==> src/rtl/i2c_pkg.sv <==
// Shared types and constants for the I2C target responder.
package i2c_pkg;

  localparam int   BYTE_BITS = 8;
  localparam logic ACK_BIT   = 1'b0;
  localparam logic NACK_BIT  = 1'b1;

  typedef enum logic [3:0] {
    IDLE      = 4'd0,
    ADDR      = 4'd1,
    ADDR_ACK  = 4'd2,
    REG       = 4'd3,
    REG_ACK   = 4'd4,
    WDATA     = 4'd5,
    WDATA_ACK = 4'd6,
    RDATA     = 4'd7,
    RD_MACK   = 4'd8,
    WAIT_STOP = 4'd9
  } i2c_state_e;

  // Address byte carries the 7-bit target address above the R/W bit.
  function automatic logic addr_match(input logic [7:0] addr_byte, input logic [6:0] dev_addr);
    return (addr_byte[7:1] == dev_addr);
  endfunction

endpackage

==> src/rtl/i2c_bus_sync.sv <==
// Pad synchronizers for SCL/SDA plus SCL edge and START/STOP condition detection.
module i2c_bus_sync
  import i2c_pkg::*;
(
  input  logic clock,
  input  logic reset,
  input  logic scl_in,
  input  logic sda_in,
  output logic sda_s,
  output logic scl_rise_s,
  output logic scl_fall_s,
  output logic start_det_s,
  output logic stop_det_s
);

  logic [1:0] scl_sync_r;
  logic [1:0] sda_sync_r;
  logic       scl_hist_r;
  logic       sda_hist_r;
  logic       scl_cur_s;

  // Two-flop synchronizers followed by a history flop; idle bus level is high.
  always_ff @(posedge clock) begin
    if (reset) begin
      scl_sync_r <= 2'b11;
      sda_sync_r <= 2'b11;
      scl_hist_r <= 1'b1;
      sda_hist_r <= 1'b1;
    end else begin
      scl_sync_r <= {scl_sync_r[0], scl_in};
      sda_sync_r <= {sda_sync_r[0], sda_in};
      scl_hist_r <= scl_sync_r[1];
      sda_hist_r <= sda_sync_r[1];
    end
  end

  assign scl_cur_s   = scl_sync_r[1];
  assign sda_s       = sda_sync_r[1];
  assign scl_rise_s  = scl_cur_s & ~scl_hist_r;
  assign scl_fall_s  = ~scl_cur_s & scl_hist_r;
  assign start_det_s = scl_cur_s & scl_hist_r & sda_hist_r & ~sda_s;
  assign stop_det_s  = scl_cur_s & scl_hist_r & ~sda_hist_r & sda_s;

endmodule

==> src/rtl/i2c_target_responder.sv <==
// I2C target exposing an 8-bit register pointer with register write strobe and read port.
// Optional pointer auto-increment is enabled by defining I2C_TARGET_AUTOINC_EN.
module i2c_target_responder
  import i2c_pkg::*;
#(
  parameter logic [6:0] DEV_ADDR = 7'h1D
)
(
  input  logic       clock,
  input  logic       reset,
  input  logic       scl_in,
  input  logic       sda_in,
  output logic       sda_oe,
  output logic       wr_en,
  output logic [7:0] wr_addr,
  output logic [7:0] wr_data,
  output logic [7:0] rd_addr,
  input  logic [7:0] rd_data,
  output logic       busy
);

`ifdef I2C_TARGET_AUTOINC_EN
  localparam logic AUTOINC = 1'b1;
`else
  localparam logic AUTOINC = 1'b0;
`endif

  localparam logic [3:0] LAST_CNT = 4'(BYTE_BITS);

  logic       sda_s, scl_rise_s, scl_fall_s, start_det_s, stop_det_s;
  logic [7:0] byte_in_s;

  i2c_state_e state_r, state_s;
  logic [3:0] cnt_r, cnt_s;
  logic [7:0] shift_r, shift_s;
  logic [7:0] ptr_r, ptr_s;
  logic       sda_oe_r, sda_oe_s;
  logic       wr_en_r, wr_en_s;
  logic [7:0] wr_addr_r, wr_addr_s;
  logic [7:0] wr_data_r, wr_data_s;
  logic       busy_r, busy_s;

  i2c_bus_sync u_sync (
    .clock       (clock),
    .reset       (reset),
    .scl_in      (scl_in),
    .sda_in      (sda_in),
    .sda_s       (sda_s),
    .scl_rise_s  (scl_rise_s),
    .scl_fall_s  (scl_fall_s),
    .start_det_s (start_det_s),
    .stop_det_s  (stop_det_s)
  );

  assign byte_in_s = {shift_r[6:0], sda_s};

  // FSM state register.
  always_ff @(posedge clock) begin
    if (reset) begin
      state_r <= IDLE;
    end else begin
      state_r <= state_s;
    end
  end

  // Datapath registers; every output is driven straight from a flop.
  always_ff @(posedge clock) begin
    if (reset) begin
      cnt_r     <= 4'd0;
      shift_r   <= 8'h00;
      ptr_r     <= 8'h00;
      sda_oe_r  <= 1'b0;
      wr_en_r   <= 1'b0;
      wr_addr_r <= 8'h00;
      wr_data_r <= 8'h00;
      busy_r    <= 1'b0;
    end else begin
      cnt_r     <= cnt_s;
      shift_r   <= shift_s;
      ptr_r     <= ptr_s;
      sda_oe_r  <= sda_oe_s;
      wr_en_r   <= wr_en_s;
      wr_addr_r <= wr_addr_s;
      wr_data_r <= wr_data_s;
      busy_r    <= busy_s;
    end
  end

  // Next-state logic; bus conditions override any partially shifted byte.
  always_comb begin
    state_s   = state_r;
    cnt_s     = cnt_r;
    shift_s   = shift_r;
    ptr_s     = ptr_r;
    sda_oe_s  = sda_oe_r;
    wr_en_s   = 1'b0;
    wr_addr_s = wr_addr_r;
    wr_data_s = wr_data_r;
    busy_s    = busy_r;
    if (stop_det_s) begin
      state_s  = IDLE;
      cnt_s    = 4'd0;
      sda_oe_s = 1'b0;
      busy_s   = 1'b0;
    end else if (start_det_s) begin
      state_s  = ADDR;
      cnt_s    = 4'd0;
      sda_oe_s = 1'b0;
      busy_s   = 1'b0;
    end else begin
      case (state_r)
        ADDR, REG, WDATA: begin
          if (scl_rise_s && (cnt_r < LAST_CNT)) begin
            shift_s = byte_in_s;
            cnt_s   = cnt_r + 4'd1;
            if ((state_r == WDATA) && (cnt_r == (LAST_CNT - 4'd1))) begin
              wr_en_s   = 1'b1;
              wr_addr_s = ptr_r;
              wr_data_s = byte_in_s;
              ptr_s     = AUTOINC ? (ptr_r + 8'd1) : ptr_r;
            end else begin
              wr_en_s = 1'b0;
            end
          end else if (scl_fall_s && (cnt_r == LAST_CNT)) begin
            cnt_s = 4'd0;
            case (state_r)
              ADDR: begin
                if (addr_match(shift_r, DEV_ADDR)) begin
                  sda_oe_s = 1'b1;
                  busy_s   = 1'b1;
                  state_s  = ADDR_ACK;
                end else begin
                  state_s  = WAIT_STOP;
                end
              end
              REG: begin
                ptr_s    = shift_r;
                sda_oe_s = 1'b1;
                state_s  = REG_ACK;
              end
              default: begin
                sda_oe_s = 1'b1;
                state_s  = WDATA_ACK;
              end
            endcase
          end else begin
            cnt_s = cnt_r;
          end
        end
        ADDR_ACK: begin
          if (scl_fall_s) begin
            cnt_s = 4'd0;
            if (shift_r[0]) begin
              shift_s  = rd_data;
              sda_oe_s = ~rd_data[7];
              state_s  = RDATA;
            end else begin
              sda_oe_s = 1'b0;
              state_s  = REG;
            end
          end else begin
            state_s = ADDR_ACK;
          end
        end
        REG_ACK, WDATA_ACK: begin
          if (scl_fall_s) begin
            cnt_s    = 4'd0;
            sda_oe_s = 1'b0;
            state_s  = WDATA;
          end else begin
            state_s = state_r;
          end
        end
        RDATA: begin
          if (scl_rise_s && (cnt_r < LAST_CNT)) begin
            cnt_s = cnt_r + 4'd1;
          end else if (scl_fall_s && (cnt_r == LAST_CNT)) begin
            cnt_s    = 4'd0;
            sda_oe_s = 1'b0;
            state_s  = RD_MACK;
          end else if (scl_fall_s) begin
            shift_s  = {shift_r[6:0], 1'b0};
            sda_oe_s = ~shift_r[6];
          end else begin
            cnt_s = cnt_r;
          end
        end
        RD_MACK: begin
          // Pointer advances at the master's acknowledge sample so the reload sees the next register.
          if (scl_rise_s) begin
            ptr_s = AUTOINC ? (ptr_r + 8'd1) : ptr_r;
            if (sda_s == NACK_BIT) begin
              sda_oe_s = 1'b0;
              busy_s   = 1'b0;
              state_s  = WAIT_STOP;
            end else begin
              state_s  = RD_MACK;
            end
          end else if (scl_fall_s) begin
            cnt_s    = 4'd0;
            shift_s  = rd_data;
            sda_oe_s = ~rd_data[7];
            state_s  = RDATA;
          end else begin
            state_s = RD_MACK;
          end
        end
        IDLE, WAIT_STOP: begin
          state_s = state_r;
        end
        default: begin
          state_s  = IDLE;
          sda_oe_s = 1'b0;
          busy_s   = 1'b0;
        end
      endcase
    end
  end

  assign sda_oe  = sda_oe_r;
  assign wr_en   = wr_en_r;
  assign wr_addr = wr_addr_r;
  assign wr_data = wr_data_r;
  assign rd_addr = ptr_r;
  assign busy    = busy_r;

endmodule

==> config.mk <==
export PLATFORM = sky130hd
export DESIGN_NAME = i2c_target_responder
export DESIGN_NICKNAME = d
export VERILOG_FILES = /design/src/rtl/i2c_pkg.sv /design/src/rtl/i2c_bus_sync.sv /design/src/rtl/i2c_target_responder.sv
export SDC_FILE = /design/constraint.sdc
export NUM_CORES = 1
export LEC_CHECK = 0
export CORE_AREA = 2 2 72 74
export DETAILED_ROUTE_END_ITERATION = 7
export DIE_AREA = 0 0 74 76
export DONT_BUFFER_PORTS = 1
export PLACE_DENSITY = 0.68
export SKIP_CTS_REPAIR_TIMING = 1
export SYNTH_ARGS = -nofsm -noshare
export SYNTH_HDL_FRONTEND = slang
export SYNTH_SLANG_ARGS = --single-unit
==> constraint.sdc <==
create_clock -name clock -period 2.49 [get_ports clock]
set_input_delay 0.498 -clock clock [delete_from_list [all_inputs] [get_ports clock]]
set_output_delay 0.498 -clock clock [all_outputs]
set_load 0.03 [all_outputs]
==> summary.md <==
| Metric | Value |
|---|---|
| Worst-path maximum fanout | `9` |
| Max cap viols | `0` |
| Hold Fails Final Rpt | `0` |
| Commonest cells in the netlist | `dfxtp_1 (49), nor2_1 (36), mux2i_1 (26), nand2_1 (21), a21oi_1 (19)` |
| Overflow after GRT | `0` |
| Dpl cells | `353` |
| Ys flop type | `dfxtp_1` |
| Crit path DAT | `2.43 ns` |
| Layout area overhead | `5.26%` |
| Routed wire length | `5950 µm` |
| Fillcell total | `465` |
| Sw frac | `0.252` |
| Core Region | `4910 µm²` |
| Post-synth top area cell | `dfxtp_1` |
| Run status | `finished clean` |
| Post-layout min period | `2.22 ns` |
| Post-synth ARST share | `0` |
| Layout Cells excl Fill | `361` |
| P per Cell Area | `522 nW/µm²` |
| Synth top area share | `0.375` |
| GP Congestion | `0.911` |
| Clock buffer depth | `2` |
| Tightest Pin Transition | `0.672 ns` |
| Top-count cell post-synth | `dfxtp_1` |
| RSZ-0062 raised after global routing | `false` |
| # diodes | `0` |
| I/O pins | `39` |
| Setup TNS | `0 ns` |
| CTS Sinks | `49` |
| Internal | `1.08 mW` |
| Core Rows | `26` |
| Synthesized cell area | `2620 µm²` |
| EDFF count, synth | `0` |
| Initial Util | `0.533` |
| DP Area | `2660 µm²` |
| Clk root buf | `clkbuf_8` |
| DRT iter0 DRCs | `112` |
| Initial antenna violation count | `0` |
| Port bufs | `0` |
| # DRC | `0` |
| Worst hold path class | `input port to flop` |
| Drt wl/cell | `16.5 µm` |
| Pin count of the biggest net entering global routing | `43` |
| Comb power frac | `0.073` |
| WP buf/inv | `1` |
| Synthesized flop and latch total | `49` |
| First-pass GRT wire length | `9930 µm` |
| Switch Pwr | `0.362 mW` |
| Max-slew violations | `0` |
| Sequential area share after synthesis | `0.375` |
| Top delay family on crit path | `simple AND/OR/NAND/NOR gates` |
| Hpwl dp | `4260 µm` |
| Worst Setup End Kind | `flop` |
| Clock Latency Late Sink | `0.30 ns` |
| Die Ht | `76 µm` |
| GRT Overall Usage | `0.226` |
| Clock Pin Slew Worst Setup and Hold Paths | `0.09 ns` |
| Post-synthesis cell count | `298` |
| ANT nets after route | `0` |
| Clock network fraction of total power | `0.351` |
| Final Cycle Share | `0.893` |
| Num CTS Buffers | `5` |
| Layout Skew | `0.00373 ns` |
| Die area | `5620 µm²` |
| Via density | `5.87` |
| Pre-CTS setup slack | `0.280 ns` |
| Final instance area | `2760 µm²` |
| DRT Pass-1 Iters | `4` |
| Layout cells sized above 1 | `0.134` |
| Max VDD drop | `287 µV` |
| Worst Setup Start Kind | `flop` |
| H-Tree Depth | `2` |
| Synth Warn # | `0` |
| Max frequency | `450 MHz` |
| Vias in the first global route | `1983` |
| Max_slew headroom | `0.551` |
| Via count | `2118` |
| Nets | `307` |
| Critical path's slowest cell | `or4_4` |
| Synth area leaders | `dfxtp_1 (37%), mux2i_1 (9.9%), nor2_1 (5.2%)` |
| Final setup margin | `0.266 ns` |
| Post-Synthesis Mean Instance Area | `8.78 µm²` |
| Critical path data required time | `2.70 ns` |
| Setup Viol. Count Final | `0` |
| Post-synth cell types | `62` |
| Leak | `0.911 nW` |
| CTS tree | `yes` |
| Syn_nets | `315` |
| Die width | `74 µm` |
| Crit Path Class | `flop to flop` |
| Delay of the slowest cell on the worst path | `0.43 ns` |
| Reg power frac | `0.576` |
| CP cell instances | `inv_1 > ha_1 > nor2b_1 > or4_4 > nor3_4 > mux2i_1 > nor2_1` |
==> placed cells by master, fill, tap and decap left out, types with 2 or more instances in the layout <==
| master | netlist | layout |
|---|---|---|
| a211oi_1 | 2 | 2 |
| a21o_1 | 6 | 6 |
| a21oi_1 | 19 | 19 |
| a22o_1 | 2 | 2 |
| a311oi_1 | 2 | 2 |
| a311oi_2 | 6 | 6 |
| a31oi_1 | 2 | 2 |
| and2_1 | 3 | 3 |
| and3_1 | 2 | 2 |
| and4b_1 | 2 | 2 |
| buf_4 | 3 | 7 |
| clkbuf_8 | 0 | 6 |
| dfxtp_1 | 49 | 49 |
| ha_1 | 5 | 5 |
| inv_1 | 10 | 10 |
| mux2i_1 | 26 | 26 |
| nand2_1 | 21 | 21 |
| nand2b_1 | 7 | 7 |
| nand3_1 | 3 | 3 |
| nand3b_1 | 3 | 3 |
| nand4b_1 | 2 | 2 |
| nor2_1 | 36 | 36 |
| nor2b_1 | 4 | 4 |
| nor3_1 | 3 | 3 |
| o21a_1 | 2 | 2 |
| o21ai_0 | 18 | 18 |
| or2_2 | 7 | 7 |
| or2b_1 | 2 | 2 |
==> registers in the layout, summed over array words and instances, names as in the netlist <==
| name | cells |
|---|---|
| state_r | 4 |
| rd_addr | 8 |
| u_sync.sda_sync_r | 2 |
| wr_data | 8 |
| u_sync.sda_hist_r | 1 |
| wr_addr | 8 |
| sda_oe | 1 |
| u_sync.scl_sync_r | 2 |
| cnt_r | 4 |
| u_sync.scl_hist_r | 1 |
| shift_r | 8 |
| busy | 1 |
| wr_en | 1 |
==> cell families after synthesis <==
logic type      share of synthesized area
compound gates                      0.203
xor+xnor                          0.00669
fa+ha+maj                          0.0239
buf+inv                            0.0641
flops                               0.375
mux                                0.0994
simple gates                        0.228
==> path summary, 6_finish.rpt <==
kind                                      startpoint                   end  slack (ns)  depth (start not counted)
worst min register to register  u_sync.sda_sync_r[0]  u_sync.sda_sync_r[1]        0.42                          1
worst min-delay path                           reset            rd_addr[0]        0.25                          1
worst max-delay path               u_sync.scl_hist_r            rd_addr[3]        0.27                          7
worst max register to register     u_sync.scl_hist_r            rd_addr[3]        0.27                          7
==> stage by stage <==
stage | power (mW) | hold WS, ns | util
CTS | 1.46 | 0.236 | 0.561
finish | 1.44 | 0.252 | 0.561
global route | 1.50 | 0.228 | 0.561
floorplan | 0.932 | 0.389 | -
detailed placement | 0.952 | 0.397 | 0.541
global placement | 0.949 | 0.394 | 0.541
==> power by group through the flow <==
stage | combinational (mW) | clock, mW | sequential, mW
floorplan | 0.0998 | 0 | 0.833
global placement | 0.102 | 0 | 0.847
detailed placement | 0.104 | 0 | 0.848
CTS | 0.105 | 0.523 | 0.829
global route | 0.118 | 0.553 | 0.832
finish | 0.105 | 0.505 | 0.829
==> worst register-to-register path, cell delays in order, from the launching register on <==
cell     delay, ns
dfxtp_1       0.37
inv_1         0.06
ha_1          0.32
nor2b_1       0.22
or4_4         0.43
nor3_4        0.43
mux2i_1       0.26
nor2_1        0.05
==> layer usage <==
metal | GRT usage | share of wire
met4 | 0.0927 | 0.025
met5 | 0 | 0
met1 | 0.300 | 0.43
met3 | 0.0529 | 0.059
met2 | 0.347 | 0.48
==> final cells by class <==
| type | instances | area (µm²) | area share |
|---|---|---|---|
| clock buffer | 6 | 82.6 | 0.0300 |
| multi-input combinational | 216 | 1480 | 0.536 |
| inverter | 10 | 37.5 | 0.0136 |
| timing repair buffer | 8 | 72.6 | 0.0263 |
| clock inverter | 2 | 16.3 | 0.00590 |
| tap | 70 | 87.6 | 0.0318 |
| sequential | 49 | 981 | 0.356 |
Power figures use the tool's default switching activity.
==> patch: new RTL, same settings <==
Build with the macro `I2C_TARGET_AUTOINC_EN` defined.
--- a/src/rtl/i2c_target_responder.sv
+++ b/src/rtl/i2c_target_responder.sv
@@ -1,5 +1,7 @@
 // I2C target exposing an 8-bit register pointer with register write strobe and read port.
 // Optional pointer auto-increment is enabled by defining I2C_TARGET_AUTOINC_EN.
+`define I2C_TARGET_AUTOINC_EN
+
 module i2c_target_responder
   import i2c_pkg::*;
 #(
Behaviour: no difference found for any inputs over 10 cycles, from zero or initial values and one cycle with reset high; that may be too few to reach the edited logic, so the function may still have changed.
==> patch against the original RTL <==
  * Area after synthesis up 6.2%
  * Design area up 7.9%
  * Core utilization is 4.5 points higher
  * Setup slack worse by 0.036 ns
  * Routed wire length rose by 12%
  * Worst hold slack better by 0.0095 ns
  * Largest cell class unchanged
  * Critical path depth stayed put
  * Sequential cell count unchanged
Power is not compared: it rests on default switching activity, and its combinational part moved more than twofold at a synthesized area within 25%.
==> patch: results (changes against the original RTL) <==
metric,value,unit,change
root_buffer,clkbuf_8,,
antenna_found_initial,0,,unchanged
cts-htree-levels,2,,unchanged
grt_pass1_vias,2182,,+10%
insertion_delay,0.30,ns,about the same
synth_common_cells,"49 x dfxtp_1, 37 x nor2_1, 29 x nand2_1",,
wl_per_cell,17.08,microns,+3.7%
numPortBuffers,0,,unchanged
cts_made_buffers,5,,unchanged
synth.area.top_cells,"dfxtp_1 35%, mux2i_1 7.2%, nor2_1 5.0%",,
num_vias,2405,,+14%
syn_nets,339,,+7.6%
max_stage_delay,0.36,ns,-0.07 ns
grt_first_pass_wirelength,11000,microns,+11%
grt_max_degree,42,,-2.3%
crit_fanout,10,,+1
dp_hpwl,4854,microns,+14%
crit_slowest_cell,o22ai_2,,
drt-pass1-iter-count,4,,unchanged
status,"finished, final reports clean",,
hold_class,input pin to flip-flop,,
multiInputGateArea,0.001649,sq mm,+12%
p_leak,0.9774,nW,
whs_endpoint,rd_addr[7],,
synth_cell_types,64,,+3.2%
async_reset_ff_share,0,%,unchanged
nFillCells,447,,-3.9%
r2r_cells,7,,unchanged
layout-drive-gt1-share,13.71,%,+0.31 points
setup_viol,0,,unchanged
antenna_cells,0,,unchanged
arrival,2.44,ns,
drt_iter0_drc,196,,+75%
min_from,reset,,
slew_headroom,52.60,%,-2.5 points
r2r_setup_slack,0.23,ns,-0.04 ns
placed_area,0.002858,sq mm,+7.6%
grt-ovfl-total,0,,unchanged
rr_startpoint,u_sync.scl_hist_r,,
track_usage,24.63,%,+2.1 points
dp_slack,0.2488,ns,-0.03100 ns
place.gp.congestion,0.9574,,+5.2%
path_delay_family,compound AO/OA/AOI/OAI gates,,
clock_skew,0.01152,ns,+0.007792 ns
cts_buffer_depth,2,,unchanged
ys_warn_count,0,,unchanged
r2r_end,shift_r[7],,
ys_seq_area_share,35.28,%,-2.2 points
peakVddDrop,426.2,uV,
clk_pin_slew_worst_paths,0.09,ns,about the same
## patch: report_power, final
group	leakage, nW	switching (W)	total (W)	internal, W
registers	0.397	0.0000696	0.000887	0.000818
clock network	0.0585	0.000265	0.000592	0.000328
logic	0.522	0.000182	0.000309	0.000126
## patch: worst register-to-register path: stages (launching register included)
cell and delay, ns:
dfxtp_1 0.35, inv_1 0.06, ha_1 0.31, nand2b_1 0.31, a31o_1 0.32, o22ai_2 0.36
and3_4 0.34, a311oi_2 0.11
## patch: cells by family after synthesis
family,after synthesis,synth area share [%]
xor gates and xnor gates,5,1.575
muxes,20,7.201
DFF,49,35.28
adders and majority gates,7,3.150
and+or+nand+nor,120,23.22
buffers and inverters,28,5.400
AOI/OAI and AO/OA,91,24.17
## patch: how the worst max path moves through the flow
stage | end | from | cells past startpoint | slack [ns]
floorplan | shift_r[1] | u_sync.scl_sync_r[1] | 10 | 0.49
finish | shift_r[7] | u_sync.scl_hist_r | 7 | 0.23
global route | shift_r[1] | u_sync.scl_hist_r | 7 | 0.02
detailed placement | shift_r[1] | u_sync.scl_hist_r | 7 | 0.25
global placement | shift_r[6] | u_sync.scl_hist_r | 7 | 0.31
CTS | shift_r[7] | u_sync.scl_hist_r | 7 | 0.24
## patch: layer usage
metal  GRT usage, %  wire [microns]
met1          34.49            3100
met2          37.77            3096
met3          4.365             340
met4          8.364             141
met5              0               0
## patch: cell type report
type | instances | area share, %
repair buffers | 13 | 3.702
flip-flops and latches | 49 | 32.98
well taps | 70 | 2.945
multi-input cells | 243 | 55.45
inverters | 8 | 1.010
clock buffers | 7 | 2.903
clock inverters | 1 | 1.010
## patch: metrics by stage
stage	cells	hold slack (ns)
finish	391	0.2612
global route	391	0.2465
CTS	391	0.2486
detailed placement	383	0.3988
global placement	383	0.3923
floorplan	320	0.3895
